===== src/rtl/fetch_stage_pkg.sv =====
// Shared fetch-stage definitions: FSM state encodings, NOP constant, default reset PC
// and the PC alignment helper.
package fetch_stage_pkg;

    typedef enum logic [1:0] {
        ST_FETCH = 2'd0,
        ST_WAIT  = 2'd1,
        ST_HOLD  = 2'd2,
        ST_DROP  = 2'd3
    } fetch_state_e;

    localparam logic [31:0] NOP_INSTR        = 32'h0000_0013;
    localparam logic [31:0] DEFAULT_RESET_PC = 32'h0000_0000;
    localparam logic [31:0] PC_STEP          = 32'd4;

    function automatic logic [31:0] align_pc(input logic [31:0] addr);
        return {addr[31:2], 2'b00};
    endfunction

endpackage


===== src/rtl/fetch_stage_if.sv =====
// Instruction-memory request/response bus between the fetch stage (master) and memory (slave).
interface fetch_stage_if;

    logic        imem_req_valid;
    logic        imem_req_ready;
    logic [31:0] imem_addr;
    logic        imem_resp_valid;
    logic [31:0] imem_resp_data;

    modport master (
        output imem_req_valid,
        output imem_addr,
        input  imem_req_ready,
        input  imem_resp_valid,
        input  imem_resp_data
    );

    modport slave (
        input  imem_req_valid,
        input  imem_addr,
        output imem_req_ready,
        output imem_resp_valid,
        output imem_resp_data
    );

endinterface


===== src/rtl/fetch_stage_if_id_reg.sv =====
// IF/ID pipeline register with a one-entry skid buffer that parks a response
// arriving while the decode stage is stalled.
module if_id_reg
    import fetch_stage_pkg::*;
(
    input  logic        clk,
    input  logic        rst_n,
    input  logic        flush,
    input  logic        load,
    input  logic        push,
    input  logic        pop,
    input  logic        stall,
    input  logic [31:0] pc,
    input  logic [31:0] data,
    output logic        if_id_valid,
    output logic [31:0] if_id_pc,
    output logic [31:0] if_id_instr
);

    logic        skid_valid_r;
    logic [31:0] skid_data_r;

    // IF/ID and skid update; flush has priority over every other action including stall
    always_ff @(posedge clk) begin
        if (!rst_n) begin
            if_id_valid  <= 1'b0;
            if_id_pc     <= 32'h0000_0000;
            if_id_instr  <= NOP_INSTR;
            skid_valid_r <= 1'b0;
            skid_data_r  <= 32'h0000_0000;
        end else if (flush) begin
            if_id_valid  <= 1'b0;
            if_id_instr  <= NOP_INSTR;
            skid_valid_r <= 1'b0;
            skid_data_r  <= 32'h0000_0000;
        end else if (load) begin
            if_id_valid <= 1'b1;
            if_id_pc    <= pc;
            if_id_instr <= data;
        end else if (pop) begin
            if_id_valid  <= skid_valid_r;
            if_id_pc     <= pc;
            if_id_instr  <= skid_data_r;
            skid_valid_r <= 1'b0;
        end else if (push) begin
            skid_valid_r <= 1'b1;
            skid_data_r  <= data;
        end else if (stall) begin
            if_id_valid <= if_id_valid;
        end else begin
            if_id_valid <= 1'b0;
        end
    end

endmodule


===== src/rtl/fetch_stage.sv =====
// Instruction fetch stage: PC register and fetch FSM driving the instruction-memory
// bus, feeding the IF/ID register.
module fetch_stage
    import fetch_stage_pkg::*;
#(
    parameter logic [31:0] RESET_PC = DEFAULT_RESET_PC
) (
    input  logic               clk,
    input  logic               rst_n,
    input  logic               redirect_valid,
    input  logic [31:0]        redirect_pc,
    input  logic               stall,
    fetch_stage_if.master      imem,
    output logic               if_id_valid,
    output logic [31:0]        if_id_pc,
    output logic [31:0]        if_id_instr
);

    fetch_state_e state_r, state_nx;
    logic [31:0]  pc_r, pc_nx;
    logic         req_valid_s, load_s, push_s, pop_s, flush_s;

    // Next-state, next-pc and IF/ID control decode
    always_comb begin
        state_nx    = state_r;
        pc_nx       = pc_r;
        load_s      = 1'b0;
        push_s      = 1'b0;
        pop_s       = 1'b0;
        flush_s     = redirect_valid;
        req_valid_s = (state_r == ST_FETCH) && !redirect_valid && rst_n;
        if (redirect_valid) begin
            pc_nx = align_pc(redirect_pc);
            // A request still in flight must have its response discarded
            if (((state_r == ST_WAIT) || (state_r == ST_DROP)) && !imem.imem_resp_valid) begin
                state_nx = ST_DROP;
            end else begin
                state_nx = ST_FETCH;
            end
        end else begin
            case (state_r)
                ST_FETCH: begin
                    if (req_valid_s && imem.imem_req_ready) begin
                        state_nx = ST_WAIT;
                    end else begin
                        state_nx = ST_FETCH;
                    end
                end
                ST_WAIT: begin
                    if (imem.imem_resp_valid && stall) begin
                        push_s   = 1'b1;
                        state_nx = ST_HOLD;
                    end else if (imem.imem_resp_valid) begin
                        load_s   = 1'b1;
                        pc_nx    = pc_r + PC_STEP;
                        state_nx = ST_FETCH;
                    end else begin
                        state_nx = ST_WAIT;
                    end
                end
                ST_HOLD: begin
                    if (!stall) begin
                        pop_s    = 1'b1;
                        pc_nx    = pc_r + PC_STEP;
                        state_nx = ST_FETCH;
                    end else begin
                        state_nx = ST_HOLD;
                    end
                end
                ST_DROP: begin
                    if (imem.imem_resp_valid) begin
                        state_nx = ST_FETCH;
                    end else begin
                        state_nx = ST_DROP;
                    end
                end
                default: begin
                    state_nx = ST_FETCH;
                end
            endcase
        end
    end

    // State and pc registers
    always_ff @(posedge clk) begin
        if (!rst_n) begin
            state_r <= ST_FETCH;
            pc_r    <= RESET_PC;
        end else begin
            state_r <= state_nx;
            pc_r    <= pc_nx;
        end
    end

    assign imem.imem_req_valid = req_valid_s;
    assign imem.imem_addr      = pc_r;

    if_id_reg u_if_id_reg (
        .clk         (clk),
        .rst_n       (rst_n),
        .flush       (flush_s),
        .load        (load_s),
        .push        (push_s),
        .pop         (pop_s),
        .stall       (stall),
        .pc          (pc_r),
        .data        (imem.imem_resp_data),
        .if_id_valid (if_id_valid),
        .if_id_pc    (if_id_pc),
        .if_id_instr (if_id_instr)
    );

endmodule


===== src/flat_wrapper.sv =====
// flat-port wrapper written by rule: the top's interface ports become plain ports
module fetch_stage_flat import fetch_stage_pkg::*;
#(
    parameter logic [31:0] RESET_PC = DEFAULT_RESET_PC
)
  (clk, rst_n, redirect_valid, redirect_pc, stall, if_id_valid, if_id_pc, if_id_instr, imem_imem_req_valid, imem_imem_addr, imem_imem_req_ready, imem_imem_resp_valid, imem_imem_resp_data);
  fetch_stage_if imem_i ();
  input  logic clk;
  input  logic rst_n;
  input  logic redirect_valid;
  input  logic [31:0] redirect_pc;
  input  logic stall;
  output logic if_id_valid;
  output logic [31:0] if_id_pc;
  output logic [31:0] if_id_instr;
  output wire logic [$bits(imem_i.imem_req_valid)-1:0] imem_imem_req_valid;
  output wire logic [$bits(imem_i.imem_addr)-1:0] imem_imem_addr;
  input wire logic [$bits(imem_i.imem_req_ready)-1:0] imem_imem_req_ready;
  input wire logic [$bits(imem_i.imem_resp_valid)-1:0] imem_imem_resp_valid;
  input wire logic [$bits(imem_i.imem_resp_data)-1:0] imem_imem_resp_data;
  assign imem_imem_req_valid = imem_i.imem_req_valid;
  assign imem_imem_addr = imem_i.imem_addr;
  assign imem_i.imem_req_ready = imem_imem_req_ready;
  assign imem_i.imem_resp_valid = imem_imem_resp_valid;
  assign imem_i.imem_resp_data = imem_imem_resp_data;
  fetch_stage #(.RESET_PC(RESET_PC)) u_core (.clk(clk), .rst_n(rst_n), .redirect_valid(redirect_valid), .redirect_pc(redirect_pc), .stall(stall), .imem(imem_i), .if_id_valid(if_id_valid), .if_id_pc(if_id_pc), .if_id_instr(if_id_instr));
endmodule

===== config.mk =====
export PLATFORM = sky130hd
export DESIGN_NAME = fetch_stage_flat
export DESIGN_NICKNAME = d
export VERILOG_FILES = /design/src/rtl/fetch_stage_pkg.sv /design/src/rtl/fetch_stage_if.sv /design/src/rtl/fetch_stage_if_id_reg.sv /design/src/rtl/fetch_stage.sv /design/src/flat_wrapper.sv
export SDC_FILE = /design/constraint.sdc
export NUM_CORES = 1
export LEC_CHECK = 0
export BUFFER_PORTS_ARGS = -buffer_cell sky130_fd_sc_hd__clkbuf_2
export CORE_ASPECT_RATIO = 1.75
export CORE_MARGIN = 2
export CORE_UTILIZATION = 55
export CTS_BUF_LIST = sky130_fd_sc_hd__clkbuf_4 sky130_fd_sc_hd__clkbuf_8 sky130_fd_sc_hd__clkbuf_16
export CTS_CLUSTER_DIAMETER = 40
export DETAILED_ROUTE_END_ITERATION = 7
export PLACE_DENSITY = 0.85
export SETUP_SLACK_MARGIN = 0.1
export SYNTH_ARGS = -nofsm -noshare
export SYNTH_HDL_FRONTEND = slang
export SYNTH_SLANG_ARGS = --single-unit

===== constraint.sdc =====
create_clock -name clk -period 5.15 [get_ports clk]
set_clock_uncertainty 0.15 [all_clocks]
set_input_delay 0.2575 -clock clk [delete_from_list [all_inputs] [get_ports clk]]
set_output_delay 0.2575 -clock clk [all_outputs]
set_load 0.02 [all_outputs]

[Yosys cells after proc, flatten, opt, wreduce, memory -nomap -nowiden]
Index checks and enable logic that the tools add are counted.
Operators by class
  add/subtract/negate cells: 1
  eq/ne operators: 11
  muxes and demuxes: 33
  bitwise operators: 4
  reductions and logical operators: 20
Operators by type and width (count)
  two-way mux 32 bit: 8
  one-hot mux 32 bit (2 select lines): 1
  adder 32 x 3 -> 32 bit (second input constant): 1
  two-way mux 1 bit: 18
  two-way mux 2 bit: 5
  != test 3 bit (second input constant): 3
  one-hot mux 2 bit (4 select lines): 1
  AND reduction 4 bit: 2
  != test 2 bit (second input constant): 3
  AND reduction 2 bit: 3
  nonzero test 2 bit: 3
  logical AND 1 bit: 5
  equality test 2 bit (second input constant): 2
  NOT 1 bit: 4
  != test 3 x 1 -> 1 bit (second input constant): 1
  != test 3 x 2 -> 1 bit (second input constant): 1
  AND reduction 3 bit: 1
  nonzero test 3 bit: 1
  equality test 2 x 1 -> 1 bit (second input constant): 1
  zero test 1 bit: 2
  zero test 2 bit: 1
  OR reduction 2 bit: 1
  logical OR 1 bit: 1
Storage, ports and cells
  register bits after elaboration: 132
  output and inout bits: 98
  word-level logic and storage cells: 77

[Depth between registers and ports, before layout]
Gate-level depths: netlist of the first run.
  depth after elaboration: 7
  mapped depth: 6
  gate-level depth less buffers: 5

[By module]
Synthesis of the first run repeated with hierarchy kept, for this count alone.
Second synthesis, totals
  cells, all modules: 729
  area, all modules: 5930.7 um^2
By module, submodules not included
  if_id_reg: instances 1, cells an instance 465, area an instance 3827.4 um^2, seq. area each 1961.9 um^2
  fetch_stage: instances 1, cells an instance 264, area an instance 2103.3 um^2, seq. area each 640.6 um^2

[Worst setup path before layout of the first run]
OpenSTA, ideal clock, no wires.
  path kind: reg2reg
  start: reg u_core.pc_r[2] (netlist: u_core.imem.imem_addr[2])
  end: reg u_core.pc_r[28] (netlist: u_core.imem.imem_addr[28])
  setup time: 0.079 ns
  arrival time: 2.079 ns
  data required time: 4.921 ns
  setup slack: 2.843 ns
  stages on the path, launching flop included: 7
  clock period less this slack: 2.307 ns
  path through: dfxtp_1 > ha_1 > nand4_2 > or3_1 > buf_2 > or4_1 > o211ai_1
On the way
  cells in the longest elaborated chain, start to end: 5
  elaborated cells between the ends (all ways): 6
  those cells by class: add/sub: 1; mux: 5
Ends and longest elaborated chain
  start: declaration: line fetch_stage.sv:20  | logic [31:0] pc_r, pc_nx;
  start signal: assignment: line fetch_stage.sv:91  | pc_r <= pc_nx;
  adder 32 x 3 -> 32 bit *: line fetch_stage.sv:55, fetch_stage.sv:64
  two-way mux 32 bit: line fetch_stage.sv:53  | end else if (imem.imem_resp_valid) begin
  two-way mux 32 bit: line fetch_stage.sv:50  | if (imem.imem_resp_valid && stall) begin
  one-hot mux 32 bit (2 select lines) *: line fetch_stage.sv:41  | case (state_r)
  two-way mux 32 bit *: line fetch_stage.sv:32  | if (redirect_valid) begin
Every way passes the cells marked *; elsewhere a longest branch is shown, timed or not. The select of a mux whose other input is x is not followed.
A chain may end at the register's enable or synchronous reset.

[Worst setup path in the final report of the first run]
  start: reg u_core.state_r[1]
  end: reg u_core.u_if_id_reg.if_id_pc[2]
On the way
  cells in the longest elaborated chain, start to end: 5
  elaborated cells between the ends (all ways): 9
  those cells by class: eq/ne: 2; mux: 5; reduce/logical: 2
Ends and longest elaborated chain
  start: declaration: line fetch_stage.sv:19  | fetch_state_e state_r, state_nx;
  start signal: assignment: line fetch_stage.sv:90  | state_r <= state_nx;
  equality test 2 bit / equality test 2 x 1 -> 1 bit (equally long branches): line fetch_stage.sv:41
  two-way mux 1 bit: line fetch_stage.sv:41
  two-way mux 1 bit: line fetch_stage.sv:32
  nonzero test 2 bit (no line)
  AND reduction 2 bit (no line)
  end signal: assignment: line fetch_stage_if_id_reg.sv:38  | if_id_pc <= pc;
  end signal: assignment: line fetch_stage_if_id_reg.sv:42  | if_id_pc <= pc;
  end: declaration: line fetch_stage_if_id_reg.sv:16  | output logic [31:0] if_id_pc,
Parallel ways exist; a longest one is shown, timed or not.

==> results of run 1 <==
==> where the power goes <==
part | switching (mW) | internal, mW | total, mW
Sequential | 0.0323 | 1.01 | 1.04
Combinational | 0.103 | 0.0777 | 0.181
Clock | 0.424 | 0.849 | 1.27
==> synth_stat cells (all sizes together) (2+ instances only) <==
cell | count | area share
a211oi | 9 | 0.013
a21oi | 72 | 0.067
a221oi | 4 | 0.0066
a222oi | 29 | 0.054
a311oi | 5 | 0.0082
a31oi | 11 | 0.013
and2 | 2 | 0.0023
and3 | 6 | 0.0070
and3b | 2 | 0.0033
and4 | 7 | 0.011
buf | 9 | 0.011
clkbuf | 51 | 0.036
dfxtp | 128 | 0.48
inv | 6 | 0.0042
nand2 | 139 | 0.098
nand2b | 4 | 0.0047
nand3 | 13 | 0.012
nand3b | 3 | 0.0042
nand4 | 9 | 0.013
nor2 | 39 | 0.027
nor2b | 7 | 0.0082
nor3 | 5 | 0.0047
nor3b | 3 | 0.0042
nor4 | 4 | 0.0047
o211ai | 6 | 0.0084
o21ai | 26 | 0.024
o311ai | 2 | 0.0033
o31ai | 8 | 0.011
or3 | 10 | 0.012
or4 | 7 | 0.0098
xnor2 | 5 | 0.0082
==> cells by family after synthesis <==
group | count (synthesis) | synth area share
muxes | 1 | 0.00187
xor gates and xnor gates | 6 | 0.00983
DFF | 128 | 0.479
buffers and inverters | 66 | 0.0506
AOI/OAI and AO/OA | 181 | 0.225
adders and majority gates | 1 | 0.00234
and+or+nand+nor | 262 | 0.230
other | 1 | 0.000702
==> critical path, delay by kind of cell, from the launching register on <==
kind / cells / cell delay [ps]
DFF: 1 / 340
and+or+nand+nor: 2 / 580
AOI/OAI and AO/OA: 2 / 1330
==> area by class of cell <==
class	instances	area (sq um)	share of cell area
Clock inverter	10	159	0.0220
Sequential cell	128	2560	0.354
Timing Repair Buffer	214	1320	0.182
Clock buffer	21	474	0.0655
Inverter	6	22.5	0.00311
Tap cell	122	153	0.0211
Multi-Input combinational cell	455	2550	0.352
==> stage by stage <==
step,setup WS [ps],power [mW]
floorplan,2840,1.14
global placement,2770,1.20
detailed placement,2680,1.21
CTS,2620,2.50
global route,2520,2.56
finish,2650,2.50
==> cell usage in the layout (no fill, tap or decap), types with 8 or more instances in the layout <==
cell type and instances:
nand2_1 139, clkbuf_16 17, o21ai_0 25, or3_1 10, buf_4 8, nor2_1 38
dfxtp_1 128, o31ai_1 8, dlygate4sd3_1 45, a222oi_1 29, a211oi_1 8, a31oi_1 11
a21oi_1 72, nand3_1 13, clkbuf_2 161
==> per-layer routing <==
layer,routed length [microns],track usage,vias up,share of wire
li1,-,-,2686,-
met1,5930,0.327,2766,0.36
met2,9010,0.574,315,0.54
met3,1100,0.0633,57,0.066
met4,625,0.173,0,0.038
met5,0,0,-,0
==> worst max path at each step <==
stage                                   startpoint                         endpoint  slack (ps)  cells after the start
after floorplan           u_core.imem.imem_addr[2]        u_core.imem.imem_addr[28]        2840                      6
after global placement           u_core.state_r[1]  u_core.u_if_id_reg.if_id_pc[31]        2770                      4
after detailed placement         u_core.state_r[1]  u_core.u_if_id_reg.if_id_pc[25]        2680                      4
after CTS                        u_core.state_r[1]   u_core.u_if_id_reg.if_id_pc[6]        2620                      4
after global routing             u_core.state_r[0]  u_core.u_if_id_reg.if_id_pc[29]        2520                      4
final                            u_core.state_r[1]   u_core.u_if_id_reg.if_id_pc[2]        2650                      4
==> registers in the layout (all words and copies together), names as in the netlist <==
name / count
u_core.state_r: 2
u_core.u_if_id_reg.skid_valid_r: 1
u_core.imem.imem_addr: 30
u_core.u_if_id_reg.if_id_instr: 32
u_core.u_if_id_reg.if_id_valid: 1
u_core.u_if_id_reg.skid_data_r: 32
u_core.u_if_id_reg.if_id_pc: 30
==> what timing repair did <==
| action | in CTS | in global routing |
|---|---|---|
| buffers inserted | 0 | 0 |
| endpoints found under the hold margin | 69 | 0 |
| hold buffers | 45 | 0 |
==> reports/results.ini, run 1 <==
[die]
die-width_microns = 78.5
std_cell_rows = 47
ioPinCount = 168
dieArea_sq_um = 10600
core_ar_sq_um = 9470
die_y_microns = 134
floorplan.initialDensity = 0.565

[synth]
ys_ff_latch = 128
synth.avg_cell_area_sq_um = 8.27
netlist_instances = 646
yosysUniqueCellTypes = 51
number_of_synthesized_flops_with_an_enable_pin = 0
synth-main-ff-cell = dfxtp_1
synth_area_sq_um = 5350
synthesis.yosys.warnings = 0
synth_sequential_area_ratio = 0.479
synth_async_sr_flop_share = 0

[final_layout]
final_layout_size_suffix_gt1_frac = 0.251
flow.area_growth_from_synthesis_pct = 35.4
layout.cell_area.non_filler_sq_um = 7240
finish.net_count = 893
antenna_cells_inserted = 0
post-route-util = 0.765
num-fill-cells = 648
finalNonFillerCells = 956

[routing]
route.final.wire_length_mm = 16.7
initialDrtViolationCount = 545
remaining_drc_errors = 0
dr.pass1.iters = 6
post_drt_via_cell_ratio = 6.09
vias = 5824
wire_per_inst_microns = 17.4
remaining_antenna_violation_count = 0

[cts]
cts_buffer_depth = 2
tritoncts.num_buffers = 17
clock_root_buffer = clkbuf_16
cts_num_sinks = 128
cts-resized-gates = 0
worst_setup_hold_path_clk_slew_ps = 60
ctsHtreeMaxLevel = 4
clk_latency_ps = 410
cts_tree = built

[power]
power.density_cell_area_nw_per_um2 = 345
static-leakage-power_nw = 2.84
peakVddDrop_uv = 272

[sta]
slew_headroom = 0.133
fmax_mhz = 400
worst-slew-pin-transition_ps = 1300
setup_viol = 0
drv_slew = 0
grt_setup_unrepaired = no
final_critical_path_share_of_the_clock_period = 0.485
period_needed_ps = 2500
hold_ws_ps = 7.67
hold_viol_final = 0
fin_setup_tns_ps = 0

[worst_setup_path]
crit-reg2reg-launch = u_core.state_r[1]
max_stage_delay_ps = 1120
worst_path_max_delay_cell = a211oi_4
critPathArrivalTime_ps = 2660
worstSetupEndpointType = flip-flop
worst-r2r-cell-count = 4
path_cells = nand3b_1, a211oi_4, nand2_1, a21oi_1
startpoint_to_endpoint_class_of_the_critical_path = reg -> reg
required_ps = 5310
timing.rr.end = u_core.u_if_id_reg.if_id_pc[2]
worstPathMaxFanout = 30
start_kind = flip-flop
reg2reg_setup_slack_ps = 2650

[global_routing]
via_count_of_the_first_global_routing_pass = 5649
grt_pass1_wl_mm = 26.6
track_usage = 0.313
grt_overflow = 0
pin_count_of_the_biggest_net_entering_global_routing = 70
antenna_violations_before_repair = 0

[hold_path]
min-delay-start = redirect_pc[23]
holdPathStages = 3
timing.hold.worst.class = in -> reg
min_to = u_core.imem.imem_addr[23]

[place]
place_inst = 880
place_hpwl_mm = 10.2
placed_cell_area_sq_um = 6150
gp_congestion = 0.856
port-buffer-count = 161

[run_status]
status = finished clean

[run]
drv.max_cap_violation_count = 0

No activity file was read; power rests on OpenSTA's default activity.
==> run 2: changes to the inputs <==
--- a/config.mk
+++ b/config.mk
@@ -8,11 +8,11 @@
 export BUFFER_PORTS_ARGS = -buffer_cell sky130_fd_sc_hd__clkbuf_2
 export CORE_ASPECT_RATIO = 1.75
 export CORE_MARGIN = 2
-export CORE_UTILIZATION = 55
+export CORE_UTILIZATION = 46
 export CTS_BUF_LIST = sky130_fd_sc_hd__clkbuf_4 sky130_fd_sc_hd__clkbuf_8 sky130_fd_sc_hd__clkbuf_16
 export CTS_CLUSTER_DIAMETER = 40
 export DETAILED_ROUTE_END_ITERATION = 7
-export PLACE_DENSITY = 0.85
+export PLACE_DENSITY = 0.76
 export SETUP_SLACK_MARGIN = 0.1
 export SYNTH_ARGS = -nofsm -noshare
 export SYNTH_HDL_FRONTEND = slang
==> constraint.sdc (replaced) <==
create_clock -name clk -period 2.25 [get_ports clk]
set_clock_uncertainty 0.15 [all_clocks]
set_input_delay 0.1125 -clock clk [delete_from_list [all_inputs] [get_ports clk]]
set_output_delay 0.1125 -clock clk [all_outputs]
set_load 0.02 [all_outputs]
==> reports/results.ini, run 2 (same netlist as run 1, synthesis figures left out) <==
[run_status]
status = finished clean

[worst_setup_path]
required_ps = 2430
worstSetupEndpointType = flip-flop
worstPathMaxFanout = 6
worstPathBufferInverterCount = 0
critPathArrivalTime_ps = 2230
worst_path_max_delay_cell = or4_1
path_cells = nand4_2, or3_4, or4_1, o211ai_1
timing.rr.end = u_core.imem.imem_addr[28]
crit-reg2reg-launch = u_core.imem.imem_addr[12]
reg2reg_setup_slack_ps = 200
startpoint_to_endpoint_class_of_the_critical_path = reg -> reg
max_stage_delay_ps = 530
cp_top_family = simple AND/OR/NAND/NOR gates
start_kind = flip-flop
worst-r2r-cell-count = 4

[die]
die_y_microns = 147
die-width_microns = 85.5
core_ar_sq_um = 11500
ioPinCount = 168
dieArea_sq_um = 12500
std_cell_rows = 52
floorplan.initialDensity = 0.467

[sta]
fmax_mhz = 488
grt_setup_unrepaired = no
setup_viol = 0
drv_slew = 0
period_needed_ps = 2050
hold_viol_final = 0
final_critical_path_share_of_the_clock_period = 0.911
hold_ws_ps = 62.2
fin_setup_tns_ps = 0

[final_layout]
antenna_cells_inserted = 0
flow.area_growth_from_synthesis_pct = 43.9
post-route-util = 0.672
final_layout_size_suffix_gt1_frac = 0.274
final_cell_mix = clkbuf_2 (161), nand2_1 (139), dfxtp_1 (123), a21oi_1 (72), dlygate4sd3_1 (66)
layout_commonest_cell = clkbuf_2
num-fill-cells = 895
finish.net_count = 935
reg_top3 = u_core.u_if_id_reg.if_id_instr (32), u_core.u_if_id_reg.skid_data_r (32)
layout.cell_area.non_filler_sq_um = 7690

[global_routing]
antenna_violations_before_repair = 0
grt_pass1_wl_mm = 27.5
track_usage = 0.270
pin_count_of_the_biggest_net_entering_global_routing = 50
grt_overflow = 0
via_count_of_the_first_global_routing_pass = 5877

[routing]
initialDrtViolationCount = 413
dr.pass1.iters = 6
wire_per_inst_microns = 17.0
route.final.wire_length_mm = 17.2
remaining_drc_errors = 0
remaining_antenna_violation_count = 0
vias = 5950
post_drt_via_cell_ratio = 5.88

[cts]
cts_buffer_depth = 2
cts_tree = built
cts_num_sinks = 128
ctsHtreeMaxLevel = 4
clk_latency_ps = 410
cts.repair_timing.setup_buffer_count = 0
tritoncts.num_buffers = 17
clock_root_buffer = clkbuf_16
worst_setup_hold_path_clk_slew_ps = 60

[power]
peakVddDrop_uv = 714
combinationalPowerShare = 0.082
power.share.clock = 0.517
internal-power_mw = 4.50
switching_share = 0.238
power.switching_mw = 1.41
sequential_fraction_of_design_power = 0.401
power.density_cell_area_nw_per_um2 = 768
static-leakage-power_nw = 3.05

[hold_path]
timing.hold.worst.class = in -> reg
min-delay-start = stall
holdPathStages = 4
min_to = u_core.state_r[1]

[place]
place_hpwl_mm = 10.9
port-buffer-count = 161
gp_congestion = 0.835
placed_cell_area_sq_um = 6350

[run]
drv.max_cap_violation_count = 0

-- run 2: changes by cell type in the layout (fill, tap and decap cells not counted), moves of 2 or more --
cell / change
inv_6: +5
clkinv_2: -2
dlygate4sd3_1: +21
clkinvlp_4: -2
dfxtp_1: -5
dfxtp_2: +3
clkinv_4: +2
buf_4: +20
dfxtp_4: +2
clkbuf_8: -2
-- run 2: metrics by stage --
step	setup WS (ps)	std cells	total power, mW
final	199	1012	5.91
after global routing	103	1012	6.09
after CTS	147	1012	5.92
after detailed placement	108	914	2.80
after global placement	167	914	2.78
after floorplan	108	649	2.62
-- run 2: cell type report --
cell class	count	area, sq um	area share
Multi-Input combinational cell	455	2570	0.334
Clock buffer	19	464	0.0603
Clock inverter	13	195	0.0254
Inverter	6	22.5	0.00293
Sequential cell	128	2570	0.335
Tap cell	135	169	0.0220
Timing Repair Buffer	256	1700	0.221
-- run 2: metal layers --
layer,vias to the layer above,GRT usage,share of wire
met4,0,0.157,0.042
met2,275,0.489,0.54
met3,67,0.0554,0.055
met1,2828,0.280,0.36
li1,2780,-,-
met5,-,0,0
-- run 2: worst register-to-register path, cell delays in order (launching register included) --
cell      delay (ps)
dfxtp_1          420
nand4_2          210
or3_4            470
or4_1            540
o211ai_1         190
-- run 2: worst max-delay path by stage --
stage	start	to	slack, ps	cells past startpoint
finish	u_core.imem.imem_addr[12]	u_core.imem.imem_addr[28]	200	4
global route	u_core.imem.imem_addr[14]	u_core.imem.imem_addr[31]	100	4
CTS	u_core.imem.imem_addr[2]	u_core.imem.imem_addr[28]	150	5
detailed placement	u_core.imem.imem_addr[2]	u_core.imem.imem_addr[28]	110	5
global placement	u_core.imem.imem_addr[2]	u_core.imem.imem_addr[26]	170	6
floorplan	u_core.imem.imem_addr[2]	u_core.imem.imem_addr[28]	110	6
-- run 2: repair_timing --
action / in CTS / in global routing
hold buffers: 66 / 0
endpoints found under the setup margin: 2 / 5
pin swaps: 0 / 2
resized for setup: 1 / 6
endpoints found under the hold margin: 96 / 0
-- run 2: power groups by stage --
stage	combinational [mW]	sequential, mW	clock (mW)
after floorplan	0.171	2.45	0
after global placement	0.371	2.41	0
after detailed placement	0.382	2.42	0
after CTS	0.475	2.37	3.08
after global routing	0.521	2.38	3.19
final	0.485	2.37	3.05
==> run 3: changes to the inputs <==
--- a/config.mk
+++ b/config.mk
@@ -5,10 +5,11 @@
 export SDC_FILE = /design/constraint.sdc
 export NUM_CORES = 1
 export LEC_CHECK = 0
+export ABC_AREA = 1
 export BUFFER_PORTS_ARGS = -buffer_cell sky130_fd_sc_hd__clkbuf_2
 export CORE_ASPECT_RATIO = 1.75
 export CORE_MARGIN = 2
-export CORE_UTILIZATION = 46
+export CORE_UTILIZATION = 47
 export CTS_BUF_LIST = sky130_fd_sc_hd__clkbuf_4 sky130_fd_sc_hd__clkbuf_8 sky130_fd_sc_hd__clkbuf_16
 export CTS_CLUSTER_DIAMETER = 40
 export DETAILED_ROUTE_END_ITERATION = 7
==> reports/results.ini, run 3 <==
[sta]
drv_slew = 0
slew_headroom = 0.662
setup_viol = 0
grt_setup_unrepaired = no
final_critical_path_share_of_the_clock_period = 0.874
setup_ws_ps = 285
fin_setup_tns_ps = 0
hold_ws_ps = 14.3
worst-slew-pin-transition_ps = 506
hold_viol_final = 0
fmax_mhz = 509
period_needed_ps = 1970

[power]
power.density_cell_area_nw_per_um2 = 709
static-leakage-power_nw = 3.55
peakVddDrop_uv = 586

[worst_setup_path]
start_kind = flip-flop
timing.rr.end = u_core.imem.imem_addr[18]
startpoint_to_endpoint_class_of_the_critical_path = reg -> reg
worstSetupEndpointType = flip-flop
crit-reg2reg-launch = u_core.imem.imem_addr[3]
worstSetupStartpoint = u_core.imem.imem_addr[3]
worst-r2r-cell-count = 10
required_ps = 2400
critPathArrivalTime_ps = 2120
worstPathMaxFanout = 5
reg2reg_setup_slack_ps = 280

[global_routing]
via_count_of_the_first_global_routing_pass = 5810
antenna_violations_before_repair = 0
grt_overflow = 0
grt_pass1_wl_mm = 27.8
track_usage = 0.272
pin_count_of_the_biggest_net_entering_global_routing = 55

[place]
port-buffer-count = 161
gp_congestion = 0.956
placed_cell_area_sq_um = 6710
dpl_worst_slack_ps = 350
place_hpwl_mm = 12.0

[hold_path]
min-delay-start = redirect_valid
holdPathStages = 5
min_to = u_core.imem.imem_addr[30]
timing.hold.worst.class = in -> reg

[synth]
synth-main-ff-cell = dfxtp_1
synth.avg_cell_area_sq_um = 7.04
synth.area.mux_share = 0
area_fraction_in_compound_gates_after_synthesis = 0.205
yosys.area.top_type_share = 0.445
yosysUniqueCellTypes = 34
synth_area_sq_um = 5760
synthesis.yosys.warnings = 0
synth_top_cell_by_area = dfxtp_1
synthTopCellsByCount = dfxtp_1 (128), nand2_1 (121), nor2_1 (115)
synth-adder-area-share = 0.00217
synth_simple_gate_area_share = 0.216
synth.most_common_cell = dfxtp_1
dominant_combinational_cell_family_by_area_after_synthesis = simple AND/OR/NAND/NOR gates
synth.top_cells.by_area = dfxtp_1 (44%), a21oi_1 (8.8%), nand2_1 (7.9%)
ys_ff_latch = 128
netlist_instances = 818
synth_async_sr_flop_share = 0
number_of_synthesized_flops_with_an_enable_pin = 0
synth_sequential_area_ratio = 0.445
synth_xor_area_frac = 0.0152

[die]
core_ar_sq_um = 12000
std_cell_rows = 53
floorplan.initialDensity = 0.480
ioPinCount = 168
die-width_microns = 87.7
dieArea_sq_um = 13200
die_y_microns = 150

[cts]
cts_num_sinks = 128
tritoncts.num_buffers = 17
cts-resized-gates = 0
ctsHtreeMaxLevel = 4
cts_tree = built
cts_buffer_depth = 2
clock_root_buffer = clkbuf_16
clk_latency_ps = 410
worst_setup_hold_path_clk_slew_ps = 60

[run_status]
status = finished clean

[final_layout]
reg_top3 = u_core.u_if_id_reg.if_id_instr (32), u_core.u_if_id_reg.skid_data_r (32)
final_cell_mix = clkbuf_2 (161), dfxtp_1 (128), nand2_1 (121), nor2_1 (115), inv_1 (113)
flow.area_growth_from_synthesis_pct = 38.3
antenna_cells_inserted = 0
num-fill-cells = 1054
final_layout_size_suffix_gt1_frac = 0.222
layout.cell_area.non_filler_sq_um = 7960
layout_commonest_cell = clkbuf_2
finish.net_count = 1113

[routing]
dr.pass1.iters = 6
vias = 6217
route.final.wire_length_mm = 18.0
initialDrtViolationCount = 296
wire_per_inst_microns = 14.8
remaining_drc_errors = 0
post_drt_via_cell_ratio = 5.10
remaining_antenna_violation_count = 0

[run]
drv.max_cap_violation_count = 0

run 3: cell types whose count changed in the layout (fill, tap and decap cells not counted), moves of 29 or more:
cell,change
o21ai_0,+52
inv_1,+107
o22ai_1,+32
a21oi_1,+29
nor2_1,+77
a222oi_1,-29
run 3: through the flow:
step	util	total power [mW]	std cells
global placement	0.559	2.85	1122
finish	0.664	5.65	1220
CTS	0.664	5.67	1220
detailed placement	0.559	2.85	1122
global route	0.664	5.82	1220
floorplan	-	2.66	821
run 3: worst max-delay path: stages (launching register included):
cell and delay [ps]:
dfxtp_1 400, ha_1 200, nand2_1 80, nor2_2 170, nand2_1 130, nor2_2 260, nand3_1 140, nand2_1 100
nand3_1 100, nand2_1 80, inv_1 50
run 3: per-layer routing:
metal | wire length (microns) | vias up | part of all wire | GRT usage
li1 | - | 3084 | - | -
met1 | 6490 | 2814 | 0.36 | 0.280
met2 | 9790 | 257 | 0.54 | 0.500
met3 | 986 | 62 | 0.055 | 0.0537
met4 | 773 | 0 | 0.043 | 0.146
met5 | 0 | - | 0 | 0
run 3: cells by family after synthesis:
logic type      after synthesis
fa+ha+maj                     1
xor+xnor                     10
buf+inv                     161
compound gates              224
simple gates                293
other cells                   1
flops                       128
run 3: worst max-delay path by stage:
stage	endpoint	slack (ps)	cells past startpoint
2_1_floorplan	u_core.imem.imem_addr[16]	490	10
3_3_place_gp	u_core.imem.imem_addr[16]	410	10
3_5_place_dp	u_core.imem.imem_addr[26]	350	9
4_1_cts	u_core.imem.imem_addr[26]	320	9
5_1_grt	u_core.imem.imem_addr[16]	140	10
6_report	u_core.imem.imem_addr[18]	280	10
run 3: final cells by class:
| class | instances | area, sq um | share of cell area |
|---|---|---|---|
| multi-input cells | 532 | 2540 | 0.319 |
| inverters | 116 | 438 | 0.0550 |
| clock inverters | 14 | 156 | 0.0196 |
| flip-flops and latches | 128 | 2560 | 0.322 |
| clock buffers | 18 | 433 | 0.0544 |
| repair buffers | 247 | 1630 | 0.205 |
| well taps | 165 | 206 | 0.0259 |
run 3: timing repair:
action                    CTS  global route
setup buffers               0             0
hold buffers               66             0
hold endpoints to repair   95             0
run 3: power breakdown:
part | switching (mW) | internal (mW)
clock network | 1.09 | 1.66
registers | 0.0627 | 2.31
logic | 0.296 | 0.230
total | 1.45 | 4.20
